===== src/rtl/pipe_hazard_ctrl.sv =====
// Decode-stage hazard controller: tracks in-flight writers from EX to WB, raises
// stall on RAW hazards (or load-use only when forwarding exists), counts stalls/flushes.
module pipe_hazard_ctrl #(
  parameter int unsigned AW     = 5,
  parameter int unsigned STAGES = 3,
  parameter int unsigned FWD_EN = 0,
  parameter int unsigned CW     = 16
) (
  input  logic                 clk,
  input  logic                 rst,
  input  logic                 id_valid,
  input  logic [AW-1:0]        id_rs1,
  input  logic [AW-1:0]        id_rs2,
  input  logic                 id_rs1_used,
  input  logic                 id_rs2_used,
  input  logic [AW-1:0]        id_rd,
  input  logic                 id_rd_we,
  input  logic                 id_is_load,
  input  logic                 flush,
  output logic                 stall,
  output logic                 issue,
  output logic                 wb_valid,
  output logic                 wb_we,
  output logic [AW-1:0]        wb_rd,
  output logic [(2**AW)-1:0]   busy_mask,
  output logic [CW-1:0]        stall_count,
  output logic [CW-1:0]        flush_count
);

  localparam logic [CW-1:0] CNT_MAX = '1;

  logic [STAGES-1:0] v_q;
  logic [STAGES-1:0] we_q;
  logic [STAGES-1:0] ld_q;
  logic [AW-1:0]     rd_q [STAGES];
  logic [STAGES-1:0] hit;
  logic              hazard;

  // Per-stage source match; x0 is excluded on the source side and never written as we=1.
  always_comb begin
    hit = '0;
    for (int k = 0; k < STAGES; k++) begin
      hit[k] = v_q[k] & we_q[k] &
               ((id_rs1_used & (id_rs1 != '0) & (rd_q[k] == id_rs1)) |
                (id_rs2_used & (id_rs2 != '0) & (rd_q[k] == id_rs2)));
    end
    hazard = (FWD_EN != 0) ? (hit[0] & ld_q[0]) : (|hit);
  end

  assign stall = id_valid & hazard & ~flush;
  assign issue = id_valid & ~stall & ~flush;

  always_comb begin
    busy_mask = '0;
    for (int k = 0; k < STAGES; k++) begin
      if (v_q[k] & we_q[k]) busy_mask[rd_q[k]] = 1'b1;
    end
    busy_mask[0] = 1'b0;
  end

  // Entry chain advances every cycle; stages behind decode never hold.
  always_ff @(posedge clk) begin
    if (rst) begin
      v_q  <= '0;
      we_q <= '0;
      ld_q <= '0;
      for (int k = 0; k < STAGES; k++) rd_q[k] <= '0;
    end else begin
      v_q[0]  <= issue;
      we_q[0] <= issue & id_rd_we & (id_rd != '0);
      ld_q[0] <= issue & id_is_load;
      rd_q[0] <= issue ? id_rd : '0;
      for (int k = 1; k < STAGES; k++) begin
        v_q[k]  <= v_q[k-1];
        we_q[k] <= we_q[k-1];
        ld_q[k] <= ld_q[k-1];
        rd_q[k] <= rd_q[k-1];
      end
    end
  end

  assign wb_valid = v_q[STAGES-1];
  assign wb_we    = we_q[STAGES-1];
  assign wb_rd    = rd_q[STAGES-1];

  // Saturating event counters.
  always_ff @(posedge clk) begin
    if (rst) begin
      stall_count <= '0;
      flush_count <= '0;
    end else begin
      if (stall && (stall_count != CNT_MAX)) stall_count <= stall_count + CW'(1);
      if (flush && (flush_count != CNT_MAX)) flush_count <= flush_count + CW'(1);
    end
  end

endmodule


===== config.mk =====
export PLATFORM = sky130hd
export DESIGN_NAME = pipe_hazard_ctrl
export DESIGN_NICKNAME = d
export VERILOG_FILES = /design/src/rtl/pipe_hazard_ctrl.sv
export SDC_FILE = /design/constraint.sdc
export NUM_CORES = 1
export LEC_CHECK = 0
export ABC_AREA = 1
export CORE_MARGIN = 2
export CORE_UTILIZATION = 29
export CTS_BUF_LIST = sky130_fd_sc_hd__clkbuf_4
export DETAILED_ROUTE_END_ITERATION = 10
export PLACE_DENSITY_LB_ADDON = 0.25
export SETUP_SLACK_MARGIN = 0.3
export SKIP_LAST_GASP = 1
export SYNTH_ARGS = -nofsm -noshare
export SYNTH_HDL_FRONTEND = slang
export SYNTH_SLANG_ARGS = --single-unit

===== constraint.sdc =====
create_clock -name clk -period 1.98 [get_ports clk]
set_input_delay 0.198 -clock clk [delete_from_list [all_inputs] [get_ports clk]]
set_output_delay 0.198 -clock clk [all_outputs]
set_load 0.02 [all_outputs]

==> out/metrics.yaml <==
routing:
  vias_per_cell: 4.89
  drt_iter0_drc: 300
  drtAntennaViolNets: 0
  drtPass1Iterations: 5
  num_vias: 4488
  wl_per_cell_um: 14.6
  drc: 0
  drt_wl_total_mm: 13.4
placed_design:
  placed_cell_area_sq_um: 5230
  portBuffers: 93
  dp_worst_setup_slack_ps: -480
  dpl.hpwl_mm: 9.63
  post-place-cells: 885
  place_congestion: 0.879
clock_network:
  ctsHoldBuffers: 0
  insertion_delay_ps: 380
  cts.path.max_buffers: 2
  cts_root_buffer: "clkbuf_4"
  clk_pin_slew_ps: 160
  clkSinkCount: 53
  htree_levels: 2
  cts_tree: "yes"
  cts_buffers: 5
power_and_ir_drop:
  p_comb_share_pct: 14.9
  swShare_pct: 28.5
  ir_drop_v: 0.000246
  p_clk_share_pct: 27.2
  power_density_nw_per_um2: 303
  p_sw_uw: 531
  seqPwrFrac_pct: 57.9
  p_int_mw: 1.33
  leakagePower_nw: 2.89
cells_and_area:
  drive_above_1_share_pct: 38.4
  fin_cells: 917
  final_cell_mix: "nand2_1 (112), buf_4 (91), inv_1 (66)"
  area_growth_pct: 68.2
  final_area_sq_um: 6140
  antenna-diode-count: 0
  final_common_cell: "nand2_1"
  nets: 769
global_routing:
  grt_overflow: 0
  grt_use_total_pct: 19.0
  grt_pass1_vias: 4162
  grt_pass1_wl_mm: 20.6
  antenna_found_initial: 0
  grt_max_degree: 34
floorplanning:
  die_w_um: 116
  core_sq_um: 12500
  start_util_pct: 29.3
  io-pin-count: 96
  die_y_um: 116
  die_area_sq_um: 13500
  rows: 41
timing:
  setup_violations: 1
  period_needed_ps: 1990
  layout_setup_ws_ps: -8.85
  timing.fmax_mhz: 503
  final.period_utilization_pct: 100
  setup_tns_ps: -8.85
  finalHoldViolations: 0
  clock_skew_ps: 9.31
  grt_setup_unrepaired: "true"
  hold_slack_ps: 353
  report.final.slew_viol_count: 0
synthesis:
  syn-cell-area_sq_um: 3650
  avgSynthCellArea_sq_um: 6.36
  synth_xor_area_share_pct: 9.83
  synth_top_family_by_area: "simple AND/OR/NAND/NOR gates"
  syn_nets: 599
  synth_fa_ha_area_share_pct: 0.685
  synth_cell_types: 28
  yosysWarnings: 0
  yosysSeqAreaShare_pct: 29.0
  synth-seq-cells: 53
  synth_cells: 574
  synth_compound_area_share_pct: 9.66
  synth-simple-area-share_pct: 38.4
  synth_mux_area_share_pct: 0
flow_run:
  cap_violations: 0
worst_setup_path:
  crit_path_end_kind: "output pin"
  crit_arrival_ps: 1790
  required_ps: 1780
  critPathMaxFanout: 5
  critPathLaunchType: "flip-flop"
  path_class: "reg2out"
run_status:
  outcome: "complete, but fails checks"
  violations: "negative setup slack"
hold_path:
  min_path_type: "in2reg"
-- flip-flops by register name (all words and copies together) (netlist names) --
register	flops
v_q	3
flush_count	16
rd_q	15
stall_count	16
we_q	3
-- cell usage after synthesis (all sizes together) --
master	instances	area share, %
buf	17	2.9
dfxtp	53	29
a21oi	25	4.2
o21a	1	0.21
nor2	65	6.9
nand4	20	3.4
nand3	46	7.0
inv	84	8.6
clkbuf	7	0.72
o21ai	9	1.2
a31oi	1	0.17
a211oi	1	0.21
nor4	3	0.51
xnor2	19	4.6
ha	2	0.68
xor2	22	5.3
conb	1	0.10
nor3	44	6.3
o221ai	15	3.6
nand2	139	14
-- final timing paths --
check / endpoint / from / slack (ps) / cells after the start
setup / recovery: busy_mask[29] / rd_q[0][3] / -9 / 8
hold / removal: rd_q[0][4] / id_rd[4] / 350 / 3
setup reg to reg: stall_count[14] / rd_q[0][0] / 110 / 16
hold reg to reg: v_q[1] / v_q[0] / 430 / 2
-- power groups by stage --
stage	clock, mW	sequential (mW)	combinational (mW)
finish	0.506	1.08	0.277
detailed placement	0	1.12	0.236
global placement	0	1.11	0.236
global route	0.584	1.08	0.304
CTS	0.538	1.09	0.250
floorplan	0	1.11	0.118
-- critical path: stages, from the launching register on --
cell and delay (ps):
dfxtp_4 410, buf_6 120, clkinvlp_4 160, buf_6 160, nor3_4 140, buf_6 130, nand2_1 40, nand3_1 90
buf_4 150
-- logic make-up after synthesis --
logic type / count (synthesis)
xor+xnor: 41
flops: 53
simple gates: 317
compound gates: 52
other cells: 1
fa+ha+maj: 2
buf+inv: 108
-- final cells by class --
class	instances	area, sq um
multi-input cells	415	2700
clock inverters	3	21.3
well taps	172	215
fillers	1243	6320
inverters	84	332
repair buffers	185	1700
flip-flops and latches	53	1140
clock buffers	5	37.5
-- per-layer routing --
metal / wire (um) / global-route usage [%] / up-vias
met5: 0 / 0 / -
met4: 184 / 6.59 / 0
met3: 760 / 3.37 / 18
met2: 6440 / 31.8 / 152
met1: 5990 / 24.6 / 2124
li1: - / - / 2194
-- per-stage QoR --
step | utilization (%) | total power [mW]
CTS | 43.7 | 1.87
detailed placement | 41.9 | 1.35
floorplan | - | 1.23
global route | 49.3 | 1.97
finish | 49.3 | 1.86
global placement | 41.9 | 1.35
-- repair_timing --
action                                  in CTS  in global routing
resized for setup                          261                150
endpoints found under the hold margin        0                  0
cloned                                       1                  1
endpoints found under the setup margin      79                 84
pin swaps                                    8                 33
buffers inserted                             1                 21
Power figures use the tool's default switching activity.
